**src/rtl/pipeline_stall_controller_pkg.sv**
```systemverilog
// Shared types for the pipeline stall/flush sequencer: FSM state encoding,
// register-address width and a stall-reason classification for debug views.
package pipeline_stall_controller_pkg;

   localparam int ADDRESS_PORT_WIDTH = 5;

   typedef enum logic [1:0] {
      HZ_RUN        = 2'd0,
      HZ_LOAD_STALL = 2'd1,
      HZ_MEM_WAIT   = 2'd2
   } hz_state_t;

   typedef enum logic [1:0] {
      STALL_NONE  = 2'd0,
      STALL_LOAD  = 2'd1,
      STALL_MEM   = 2'd2,
      STALL_FETCH = 2'd3
   } stall_reason_t;

endpackage

```
**src/rtl/pipeline_stall_controller_if.sv**
```systemverilog
// Hazard inputs and stage-control outputs exchanged between the RV32I
// pipeline datapath (master) and the stall controller (slave).
interface pipeline_stall_controller_if
   import pipeline_stall_controller_pkg::*;
#(
   parameter int CNT_WIDTH = 16
);

   logic                          ID_EX_MemToReg;
   logic [ADDRESS_PORT_WIDTH-1:0] ID_EX_RD;
   logic [ADDRESS_PORT_WIDTH-1:0] IF_ID_RS1;
   logic [ADDRESS_PORT_WIDTH-1:0] IF_ID_RS2;
   logic                          IF_ID_UsesRS1;
   logic                          IF_ID_UsesRS2;
   logic                          BranchTaken;
   logic                          Jump;
   logic                          IMemValid;
   logic                          DMemReq;
   logic                          DMemAck;

   logic                          PC_EN;
   logic                          IF_ID_EN;
   logic                          ID_EX_EN;
   logic                          EX_MEM_EN;
   logic                          MEM_WB_EN;
   logic                          IF_ID_Flush;
   logic                          ID_EX_Flush;
   logic [CNT_WIDTH-1:0]          StallCount;
   logic [CNT_WIDTH-1:0]          FlushCount;
   logic                          MemTimeout;

   modport master (
      output ID_EX_MemToReg, ID_EX_RD, IF_ID_RS1, IF_ID_RS2,
             IF_ID_UsesRS1, IF_ID_UsesRS2, BranchTaken, Jump,
             IMemValid, DMemReq, DMemAck,
      input  PC_EN, IF_ID_EN, ID_EX_EN, EX_MEM_EN, MEM_WB_EN,
             IF_ID_Flush, ID_EX_Flush, StallCount, FlushCount, MemTimeout
   );

   modport slave (
      input  ID_EX_MemToReg, ID_EX_RD, IF_ID_RS1, IF_ID_RS2,
             IF_ID_UsesRS1, IF_ID_UsesRS2, BranchTaken, Jump,
             IMemValid, DMemReq, DMemAck,
      output PC_EN, IF_ID_EN, ID_EX_EN, EX_MEM_EN, MEM_WB_EN,
             IF_ID_Flush, ID_EX_Flush, StallCount, FlushCount, MemTimeout
   );

endinterface

```
**src/rtl/pipeline_stall_controller_load_use_detector.sv**
```systemverilog
// Combinational load-use compare between the load in EX and the sources of
// the instruction in ID. x0 never creates a dependency.
module load_use_detector
   import pipeline_stall_controller_pkg::*;
(
   input  logic                          ID_EX_MemToReg,
   input  logic [ADDRESS_PORT_WIDTH-1:0] ID_EX_RD,
   input  logic [ADDRESS_PORT_WIDTH-1:0] IF_ID_RS1,
   input  logic [ADDRESS_PORT_WIDTH-1:0] IF_ID_RS2,
   input  logic                          IF_ID_UsesRS1,
   input  logic                          IF_ID_UsesRS2,
   output logic                          LoadUse
);

   logic rs1_hit;
   logic rs2_hit;

   assign rs1_hit = IF_ID_UsesRS1 && (ID_EX_RD == IF_ID_RS1);
   assign rs2_hit = IF_ID_UsesRS2 && (ID_EX_RD == IF_ID_RS2);
   assign LoadUse = ID_EX_MemToReg && (ID_EX_RD != '0) && (rs1_hit || rs2_hit);

endmodule

```
**src/rtl/pipeline_stall_controller.sv**
```systemverilog
// Central sequencer for the 5-stage RV32I pipeline: stage-register enables,
// bubble/squash flushes, load-use stalls, data-memory wait freeze, saturating
// stall/flush counters and a sticky memory-timeout flag.
module pipeline_stall_controller
   import pipeline_stall_controller_pkg::*;
#(
   parameter int LOAD_STALL_CYCLES = 1,
   parameter int MEM_TIMEOUT       = 255,
   parameter int CNT_WIDTH         = 16
) (
   input logic                          CLK,
   input logic                          Reset,
   pipeline_stall_controller_if.slave   bus
);

   localparam logic [1:0] ST_RUN        = HZ_RUN;
   localparam logic [1:0] ST_LOAD_STALL = HZ_LOAD_STALL;
   localparam logic [1:0] ST_MEM_WAIT   = HZ_MEM_WAIT;

   localparam int BUB_W  = $clog2(LOAD_STALL_CYCLES + 1);
   localparam int WAIT_W = $clog2(MEM_TIMEOUT + 1);

   localparam logic [BUB_W-1:0]  BUB_LAST = BUB_W'(LOAD_STALL_CYCLES);
   localparam logic [WAIT_W-1:0] WAIT_MAX = WAIT_W'(MEM_TIMEOUT);
   localparam logic [WAIT_W-1:0] WAIT_ONE = WAIT_W'(1);

   // Enable vector order: {PC, IF/ID, ID/EX, EX/MEM, MEM/WB}
   localparam logic [4:0] EN_ALL   = 5'b11111;
   localparam logic [4:0] EN_NONE  = 5'b00000;
   localparam logic [4:0] EN_LOAD  = 5'b00111;
   localparam logic [4:0] EN_FETCH = 5'b01111;
   // Flush vector order: {IF_ID_Flush, ID_EX_Flush}
   localparam logic [1:0] FL_NONE  = 2'b00;
   localparam logic [1:0] FL_LOAD  = 2'b01;
   localparam logic [1:0] FL_FETCH = 2'b10;
   localparam logic [1:0] FL_RESET = 2'b11;

   logic                 load_use;
   logic                 mem_stall;
   logic [1:0]           state_q, state_d;
   logic [BUB_W-1:0]     bub_q, bub_d;
   logic [WAIT_W-1:0]    wait_q, wait_d;
   logic                 timeout_set;
   logic                 timeout_q;
   logic [4:0]           en_dec, en_out;
   logic [1:0]           fl_dec, fl_out;
   logic [CNT_WIDTH-1:0] stall_cnt_q;
   logic [CNT_WIDTH-1:0] flush_cnt_q;

   function automatic logic [CNT_WIDTH-1:0] sat_inc(input logic [CNT_WIDTH-1:0] v);
      return (&v) ? v : v + 1'b1;
   endfunction

   load_use_detector u_load_use (
      .ID_EX_MemToReg (bus.ID_EX_MemToReg),
      .ID_EX_RD       (bus.ID_EX_RD),
      .IF_ID_RS1      (bus.IF_ID_RS1),
      .IF_ID_RS2      (bus.IF_ID_RS2),
      .IF_ID_UsesRS1  (bus.IF_ID_UsesRS1),
      .IF_ID_UsesRS2  (bus.IF_ID_UsesRS2),
      .LoadUse        (load_use)
   );

   assign mem_stall = bus.DMemReq && !bus.DMemAck;

   // Output decode and next-state selection; memory freeze outranks all else
   always_comb begin
      en_dec      = EN_ALL;
      fl_dec      = FL_NONE;
      state_d     = state_q;
      bub_d       = bub_q;
      wait_d      = wait_q;
      timeout_set = 1'b0;
      case (state_q)
         ST_MEM_WAIT: begin
            if (bus.DMemAck) begin
               state_d = ST_RUN;
            end else begin
               en_dec = EN_NONE;
               if (wait_q < WAIT_MAX) wait_d = wait_q + 1'b1;
               timeout_set = (wait_d >= WAIT_MAX);
            end
         end
         ST_LOAD_STALL: begin
            if (mem_stall) begin
               // Remaining bubbles are dropped; the hazard is re-checked after the wait
               en_dec      = EN_NONE;
               state_d     = ST_MEM_WAIT;
               wait_d      = WAIT_ONE;
               timeout_set = (WAIT_ONE >= WAIT_MAX);
            end else begin
               en_dec = EN_LOAD;
               fl_dec = FL_LOAD;
               bub_d  = bub_q + 1'b1;
               if (bub_d == BUB_LAST) state_d = ST_RUN;
            end
         end
         default: begin
            if (mem_stall) begin
               en_dec      = EN_NONE;
               state_d     = ST_MEM_WAIT;
               wait_d      = WAIT_ONE;
               timeout_set = (WAIT_ONE >= WAIT_MAX);
            end else if (load_use) begin
               // A branch/jump in ID is ignored here and re-resolved after the bubble
               en_dec = EN_LOAD;
               fl_dec = FL_LOAD;
               if (LOAD_STALL_CYCLES > 1) begin
                  state_d = ST_LOAD_STALL;
                  bub_d   = BUB_W'(1);
               end
            end else if (bus.BranchTaken || bus.Jump) begin
               fl_dec = FL_FETCH;
            end else if (!bus.IMemValid) begin
               en_dec = EN_FETCH;
               fl_dec = FL_FETCH;
            end
         end
      endcase
   end

   assign en_out = Reset ? en_dec : EN_NONE;
   assign fl_out = Reset ? fl_dec : FL_RESET;

   assign bus.PC_EN       = en_out[4];
   assign bus.IF_ID_EN    = en_out[3];
   assign bus.ID_EX_EN    = en_out[2];
   assign bus.EX_MEM_EN   = en_out[1];
   assign bus.MEM_WB_EN   = en_out[0];
   assign bus.IF_ID_Flush = fl_out[1];
   assign bus.ID_EX_Flush = fl_out[0];
   assign bus.StallCount  = stall_cnt_q;
   assign bus.FlushCount  = flush_cnt_q;
   assign bus.MemTimeout  = timeout_q;

   // FSM, bubble/wait counters, saturating performance counters, sticky timeout
   always_ff @(posedge CLK) begin
      if (!Reset) begin
         state_q     <= ST_RUN;
         bub_q       <= '0;
         wait_q      <= '0;
         stall_cnt_q <= '0;
         flush_cnt_q <= '0;
         timeout_q   <= 1'b0;
      end else begin
         state_q <= state_d;
         bub_q   <= bub_d;
         wait_q  <= wait_d;
         if (!en_out[4]) stall_cnt_q <= sat_inc(stall_cnt_q);
         if (|fl_out)    flush_cnt_q <= sat_inc(flush_cnt_q);
         if (timeout_set) timeout_q <= 1'b1;
      end
   end

endmodule
```
**src/flat_wrapper.sv**
```systemverilog
// flat-port wrapper written by rule: the top's interface ports become plain ports
module pipeline_stall_controller_flat import pipeline_stall_controller_pkg::*;
#(
   parameter int LOAD_STALL_CYCLES = 1,
   parameter int MEM_TIMEOUT       = 255,
   parameter int CNT_WIDTH         = 16
)
  (CLK, Reset, bus_ID_EX_MemToReg, bus_ID_EX_RD, bus_IF_ID_RS1, bus_IF_ID_RS2, bus_IF_ID_UsesRS1, bus_IF_ID_UsesRS2, bus_BranchTaken, bus_Jump, bus_IMemValid, bus_DMemReq, bus_DMemAck, bus_PC_EN, bus_IF_ID_EN, bus_ID_EX_EN, bus_EX_MEM_EN, bus_MEM_WB_EN, bus_IF_ID_Flush, bus_ID_EX_Flush, bus_StallCount, bus_FlushCount, bus_MemTimeout);
  pipeline_stall_controller_if #(.CNT_WIDTH(CNT_WIDTH)) bus_i ();
  input logic CLK;
  input logic Reset;
  input wire logic [$bits(bus_i.ID_EX_MemToReg)-1:0] bus_ID_EX_MemToReg;
  input wire logic [$bits(bus_i.ID_EX_RD)-1:0] bus_ID_EX_RD;
  input wire logic [$bits(bus_i.IF_ID_RS1)-1:0] bus_IF_ID_RS1;
  input wire logic [$bits(bus_i.IF_ID_RS2)-1:0] bus_IF_ID_RS2;
  input wire logic [$bits(bus_i.IF_ID_UsesRS1)-1:0] bus_IF_ID_UsesRS1;
  input wire logic [$bits(bus_i.IF_ID_UsesRS2)-1:0] bus_IF_ID_UsesRS2;
  input wire logic [$bits(bus_i.BranchTaken)-1:0] bus_BranchTaken;
  input wire logic [$bits(bus_i.Jump)-1:0] bus_Jump;
  input wire logic [$bits(bus_i.IMemValid)-1:0] bus_IMemValid;
  input wire logic [$bits(bus_i.DMemReq)-1:0] bus_DMemReq;
  input wire logic [$bits(bus_i.DMemAck)-1:0] bus_DMemAck;
  output wire logic [$bits(bus_i.PC_EN)-1:0] bus_PC_EN;
  output wire logic [$bits(bus_i.IF_ID_EN)-1:0] bus_IF_ID_EN;
  output wire logic [$bits(bus_i.ID_EX_EN)-1:0] bus_ID_EX_EN;
  output wire logic [$bits(bus_i.EX_MEM_EN)-1:0] bus_EX_MEM_EN;
  output wire logic [$bits(bus_i.MEM_WB_EN)-1:0] bus_MEM_WB_EN;
  output wire logic [$bits(bus_i.IF_ID_Flush)-1:0] bus_IF_ID_Flush;
  output wire logic [$bits(bus_i.ID_EX_Flush)-1:0] bus_ID_EX_Flush;
  output wire logic [$bits(bus_i.StallCount)-1:0] bus_StallCount;
  output wire logic [$bits(bus_i.FlushCount)-1:0] bus_FlushCount;
  output wire logic [$bits(bus_i.MemTimeout)-1:0] bus_MemTimeout;
  assign bus_i.ID_EX_MemToReg = bus_ID_EX_MemToReg;
  assign bus_i.ID_EX_RD = bus_ID_EX_RD;
  assign bus_i.IF_ID_RS1 = bus_IF_ID_RS1;
  assign bus_i.IF_ID_RS2 = bus_IF_ID_RS2;
  assign bus_i.IF_ID_UsesRS1 = bus_IF_ID_UsesRS1;
  assign bus_i.IF_ID_UsesRS2 = bus_IF_ID_UsesRS2;
  assign bus_i.BranchTaken = bus_BranchTaken;
  assign bus_i.Jump = bus_Jump;
  assign bus_i.IMemValid = bus_IMemValid;
  assign bus_i.DMemReq = bus_DMemReq;
  assign bus_i.DMemAck = bus_DMemAck;
  assign bus_PC_EN = bus_i.PC_EN;
  assign bus_IF_ID_EN = bus_i.IF_ID_EN;
  assign bus_ID_EX_EN = bus_i.ID_EX_EN;
  assign bus_EX_MEM_EN = bus_i.EX_MEM_EN;
  assign bus_MEM_WB_EN = bus_i.MEM_WB_EN;
  assign bus_IF_ID_Flush = bus_i.IF_ID_Flush;
  assign bus_ID_EX_Flush = bus_i.ID_EX_Flush;
  assign bus_StallCount = bus_i.StallCount;
  assign bus_FlushCount = bus_i.FlushCount;
  assign bus_MemTimeout = bus_i.MemTimeout;
  pipeline_stall_controller #(.LOAD_STALL_CYCLES(LOAD_STALL_CYCLES), .MEM_TIMEOUT(MEM_TIMEOUT), .CNT_WIDTH(CNT_WIDTH)) u_core (.CLK(CLK), .Reset(Reset), .bus(bus_i));
endmodule
```
**config.mk**
```make
export PLATFORM = sky130hd
export DESIGN_NAME = pipeline_stall_controller_flat
export DESIGN_NICKNAME = d
export VERILOG_FILES = /design/src/rtl/pipeline_stall_controller_pkg.sv /design/src/rtl/pipeline_stall_controller_if.sv /design/src/rtl/pipeline_stall_controller_load_use_detector.sv /design/src/rtl/pipeline_stall_controller.sv /design/src/flat_wrapper.sv
export SDC_FILE = /design/constraint.sdc
export NUM_CORES = 1
export LEC_CHECK = 0
export CAP_MARGIN = 20
export CORE_UTILIZATION = 49
export DETAILED_ROUTE_END_ITERATION = 10
export PLACE_DENSITY = 0.83
export SLEW_MARGIN = 20
export SYNTH_ARGS = -nofsm -noshare
export SYNTH_HDL_FRONTEND = slang
export SYNTH_SLANG_ARGS = --single-unit
```
**constraint.sdc**
```tcl
create_clock -name CLK -period 2.8 [get_ports CLK]
set_input_delay 0.42 -clock CLK [delete_from_list [all_inputs] [get_ports CLK]]
set_output_delay 0.42 -clock CLK [all_outputs]
set_load 0.01 [all_outputs]
```
### Word level (Yosys, flattened, before mapping)

Index checks and enable logic that the tools add are counted.

| storage, ports and cells | value |
|---|---|
| output and inout bits | 40 |
| flip-flop bits (word level) | 44 |
| word-level logic and storage cells | 70 |

| cells by class | value |
|---|---|
| add/sub/neg operators | 4 |
| bitwise logic cells | 4 |
| mux-type cells | 28 |
| order comparisons | 2 |
| reduce and logical (&&, ||, !) cells | 19 |
| equal/unequal tests | 7 |

Operators by type and width:

| kind | count |
|---|---|
| 8-bit 2-to-1 mux | 6 |
| 16-bit by 1-bit adder with 16-bit output (second input constant) | 2 |
| 16-bit AND reduction | 2 |
| 5-bit 2-to-1 mux | 6 |
| 2-bit 2-to-1 mux | 9 |
| 5-bit == test | 2 |
| 5-bit one-hot mux with 2 select lines | 1 |
| 8-bit by 1-bit adder with 8-bit output (second input constant) | 1 |
| 8-bit greater-or-equal comparator (second input constant) | 1 |
| 8-bit < comparator (second input constant) | 1 |
| 2-bit one-hot mux with 2 select lines | 2 |
| 2-bit AND reduction | 4 |
| 1-bit logical AND | 5 |
| 5-bit nonzero test | 1 |
| 2-bit != test (second input constant) | 2 |
| 1-bit inverter | 4 |
| 1-bit 2-to-1 mux | 3 |
| 3-bit 2-to-1 mux | 1 |
| 3-bit by 1-bit != test with 1-bit output (second input constant) | 1 |
| 3-bit AND reduction | 1 |
| 3-bit nonzero test | 1 |
| 2-bit by 1-bit == test with 1-bit output (second input constant) | 1 |
| 2-bit == test (second input constant) | 1 |
| 1-bit logical OR | 2 |
| 4 further kinds | 4 |

### Longest topological paths before layout

| logic depth | value |
|---|---|
| depth in word-level cells | 10 |
| gate-level depth with buffers | 9 |
| mapped depth without buffers | 7 |

### Modules after synthesis

Synthesis repeated with hierarchy kept, for this count alone.

| second synthesis, totals | value |
|---|---|
| cell total of the unflattened synthesis | 296 |
| area total of the unflattened synthesis | 2414.8 sq um |

Modules (own cells, without submodules):

| module | seq. area each (sq um) | instances | area an instance (sq um) | cells an instance |
|---|---|---|---|---|
| pipeline_stall_controller | 840.8 | 1 | 2280.9 | 279 |
| load_use_detector | 0.0 | 1 | 133.9 | 17 |

### Least setup slack after synthesis

No wires, ideal clock.

| path | value |
|---|---|
| path type | in2out |
| start point | in bus_ID_EX_RD[1] |
| end point | out bus_PC_EN |
| buffers on the path | 0 |
| data arrival time | 1.864 ns |
| stages on the path | 5 |
| data required time | 2.380 ns |
| setup slack | 0.516 ns |
| path through | or4_4 > o21ai_2 > nor2b_1 > o31ai_1 > and2_1 |

| on the way | value |
|---|---|
| longest elaborated chain between the ends | 8 |

Ends and longest elaborated chain:

| what | line | RTL |
|---|---|---|
| start, declared | flat_wrapper.sv:13 | `input wire logic [$bits(bus_i.ID_EX_RD)-1:0] bus_ID_EX_RD;` |
| 5-bit == test (on tied branches) | pipeline_stall_controller_load_use_detector.sv:18, pipeline_stall_controller_load_use_detector.sv:19 |  |
| 1-bit logical AND (on tied branches) | pipeline_stall_controller_load_use_detector.sv:18, pipeline_stall_controller_load_use_detector.sv:19 |  |
| 1-bit logical OR | pipeline_stall_controller_load_use_detector.sv:20 | `assign LoadUse = ID_EX_MemToReg && (ID_EX_RD != '0) && (rs1_hit \|\| rs2_hit);` |
| 1-bit logical AND (*) | pipeline_stall_controller_load_use_detector.sv:20 |  |
| 5-bit 2-to-1 mux (*) | pipeline_stall_controller.sv:104 | `end else if (load_use) begin` |
| 5-bit 2-to-1 mux (*) | pipeline_stall_controller.sv:99 | `if (mem_stall) begin` |
| 5-bit one-hot mux with 2 select lines (*) | pipeline_stall_controller.sv:74 | `case (state_q)` |
| 5-bit 2-to-1 mux (*) | pipeline_stall_controller.sv:122 | `assign en_out = Reset ? en_dec : EN_NONE;` |
| end, declared | flat_wrapper.sv:23 | `output wire logic [$bits(bus_i.PC_EN)-1:0] bus_PC_EN;` |

Every way passes the cells marked *; elsewhere a longest branch is shown, timed or not.

### Worst setup path in the final report

| path | value |
|---|---|
| start point | in bus_ID_EX_RD[1] |
| end point | out bus_ID_EX_Flush |

| on the way | value |
|---|---|
| longest elaborated chain between the ends | 8 |

Ends and longest elaborated chain:

| what | line | RTL |
|---|---|---|
| 5-bit == test (on tied branches) | pipeline_stall_controller_load_use_detector.sv:18, pipeline_stall_controller_load_use_detector.sv:19 |  |
| 1-bit logical AND (on tied branches) | pipeline_stall_controller_load_use_detector.sv:18, pipeline_stall_controller_load_use_detector.sv:19 |  |
| 1-bit logical OR | pipeline_stall_controller_load_use_detector.sv:20 |  |
| 1-bit logical AND (*) | pipeline_stall_controller_load_use_detector.sv:20 |  |
| 2-bit 2-to-1 mux (*) | pipeline_stall_controller.sv:104 |  |
| 2-bit 2-to-1 mux (*) | pipeline_stall_controller.sv:99 |  |
| 2-bit one-hot mux with 2 select lines (*) | pipeline_stall_controller.sv:74 |  |
| 2-bit 2-to-1 mux (*) | pipeline_stall_controller.sv:123 | `assign fl_out = Reset ? fl_dec : FL_RESET;` |
| end, declared | flat_wrapper.sv:29 | `output wire logic [$bits(bus_i.ID_EX_Flush)-1:0] bus_ID_EX_Flush;` |

Marked as above.

==> run_results.csv <==
group,metric,value,unit
sta,skew,0.007271,ns
global_route,grt_usage,0.2393,
clock_tree,ctsHtreeMaxLevel,2,
sta,period_minus_slack,2.736,ns
pwr,vdd_ir_drop_max,0.4040,mV
place,portBuffers,64,
global_route,grt_start_max_net_pins,37,
sta,tightest_slew,0.6052,ns
floorplan,die_w,72.42,microns
detailed_routing,routed_wl,6362,microns
sta,setup_viol,0,
worst_setup_path,crit_path_top_delay_cell,"or4_4",
global_route,busiest_layer,"met2",
pwr,power,1337,uW
logic_synthesis,synth_seq_cells,42,
sta,setup_ws,0.06360,ns
clock_tree,clock_path_buffers,2,
floorplan,die_area,0.005245,sq mm
worst_setup_path,path_buf_inv,3,
pwr,p_leak,0.001071,uW
global_route,grt_util_met3,0.05139,
floorplan,die-height,72.42,microns
global_route,grt_pass1_vias,2187,
place,place_ws,-0.2160,ns
sta,finalMaxSlewViolations,0,
floorplan,core_region_area,0.004755,sq mm
worst_hold_path,hold_class,"reg -> reg",
place,dp_hpwl,4450,microns
worst_setup_path,required,2.38,ns
clock_tree,clk_transition_reported_paths,0.08,ns
logic_synthesis,syn_area,0.002430,sq mm
worst_setup_path,crit_chain,"clkdlybuf4s50_1, or4_4, o21ai_4, nor2b_4, buf_4, a31o_2, dlygate4sd2_1",
sta,hold_viol_final,0,
logic_synthesis,ys_async_sr_fraction,0,
detailed_routing,ant_nets,0,
worst_setup_path,path_class,"in -> out",
logic_synthesis,yosysWarnings,0,
global_route,antenna_found_initial,0,
sta,fmax,365.4,MHz
pwr,power_density,399.4,mW/mm^2
detailed_routing,drt_iter0_drc,189,
sta,slew_headroom,0.5950,
detailed_routing,num_vias,2580,
clock_tree,cts_hold_buf,0,
clock_tree,clkLatencyLatePin,0.29,ns
detailed_routing,post_drt_via_cell_ratio,5.811,
worst_setup_path,worstPathArrival,2.32,ns
logic_synthesis,syn_inst,300,
floorplan,rows,25,
global_route,grt_first_pass_wirelength,10030,microns
global_route,gr-total-overflow,0,
finish,drive_above_1_share,0.1088,
finish,finalNetCount,405,
logic_synthesis,seq_area_frac_synth,0.3460,
worst_setup_path,cpLargestDelayFamily,"buffers and inverters",
worst_setup_path,crit_path_end_kind,"output port",
sta,rsz0062_at_grt,"false",
worst_setup_path,cp-start-kind,"input pin",
worst_setup_path,cp_max_fo,4,
clock_tree,cts_tree,"built",
logic_synthesis,synth_nets,328,
clock_tree,cts_sinks,42,
logic_synthesis,synth_edf_count,0,
floorplan,initial_core_util,0.5111,
logic_synthesis,synth.avg_cell_area,8.099,sq um
logic_synthesis,ys.flop_type,"dfxtp_1",
job,drv_cap,0,
place,gp_congestion,0.8282,
global_route,grt.met2_usage,0.4071,
detailed_routing,drc,0,
sta,fin_crit_sh,0.9773,
finish,nFillCells,399,
global_route,use_met1,0.3131,
finish,area_delta_synth_final,37.80,%
finish,diodes,0,
outcome,status,"finished clean",
worst_setup_path,worst_path_largest_cell_delay,0.57,ns
clock_tree,numCtsBuffers,5,
logic_synthesis,synth_cell_types,52,
detailed_routing,drt-pass1-iter-count,4,
floorplan,ios,65,
clock_tree,ctsRootBufferMaster,"clkbuf_8",
detailed_routing,post_drt_wl_per_cell,14.33,microns
-- cell usage in the layout (no fill, tap or decap), types with 16 or more instances in the layout --
master and n:
nor2_1 22, nand3_1 16, or3_1 19, buf_4 17, nand2_1 22, o21ai_1 17
a21oi_1 31, clkdlybuf4s50_1 59, dfxtp_1 42
-- repair_timing --
item	CTS	global route
setup buffers	3	1
resized for setup	7	4
setup endpoints to repair	4	2
gates cloned	0	0
pin swaps	2	3
-- worst paths after layout --
kind,from,to,slack (ns),cells after the start
worst max register to register,u_core.bus.StallCount[0],u_core.bus.StallCount[1],0.63,8
worst min-delay path,u_core.bus.MemTimeout,u_core.bus.MemTimeout,0.48,1
worst max-delay path,bus_ID_EX_RD[1],bus_ID_EX_Flush,0.06,7
worst min register to register,u_core.bus.MemTimeout,u_core.bus.MemTimeout,0.48,1
-- Yosys cell counts (all sizes together), types with 8 or more instances --
library cell   n  area [sq um]
dfxtp         42         840.8
a21oi         33         180.2
o21ai         27         138.9
nand2         22         82.58
nor2          22         82.58
or3           19         118.9
nand3         17         90.09
nand4         12         75.07
xnor2         12         105.1
inv            8         30.03
or4            8         67.56
-- state kept, by name (all words and copies together), names as in the netlist --
register / count
u_core.bus.StallCount: 16
u_core.bus.FlushCount: 16
u_core.bus.MemTimeout: 1
u_core.wait_q: 8
u_core.state_q: 1
-- where the power goes --
group | internal [uW] | switching, uW | leakage, uW
Combinational | 118 | 103 | 0.000674
Clock | 285 | 204 | 0.0000573
Sequential | 609 | 17.5 | 0.000340
-- kinds of logic (layout without fill, tap and decap cells) --
| family | count (synthesis) | count (layout) | synth area share |
|---|---|---|---|
| buffers and inverters | 20 | 97 | 0.05355 |
| DFF | 42 | 42 | 0.3460 |
| and+or+nand+nor | 124 | 124 | 0.2817 |
| muxes | 3 | 3 | 0.01236 |
| AOI/OAI and AO/OA | 94 | 94 | 0.2405 |
| adders and majority gates | 3 | 3 | 0.01545 |
| xor gates and xnor gates | 14 | 14 | 0.05046 |
-- final cells by class --
cell class	instances	area, sq um	area share
clock buffers	6	82.58	0.02466
clock inverters	1	30.03	0.008969
inverters	8	30.03	0.008969
multi-input cells	238	1488	0.4443
flip-flops and latches	42	840.8	0.2511
well taps	67	83.83	0.02504
repair buffers	82	793.3	0.2369
-- per-layer routing --
| metal | routed length [microns] | vias up |
|---|---|---|
| met5 | 0 | - |
| met4 | 46 | 0 |
| li1 | - | 1283 |
| met3 | 420 | 6 |
| met1 | 2879 | 1213 |
| met2 | 3015 | 78 |
-- through the flow --
step	instance area, sq um	utilization	setup TNS, ns	std cells	hold slack [ns]
after floorplan	2430	-	0	300	0.4751
after global placement	3184	0.6697	-0.5088	433	0.4554
after detailed placement	3184	0.6697	-0.6847	433	0.4665
after CTS	3314	0.6971	0	443	0.4848
after global routing	3348	0.7042	0	444	0.4980
final	3348	0.7042	0	444	0.4795
(Power assumes the default switching activity.)
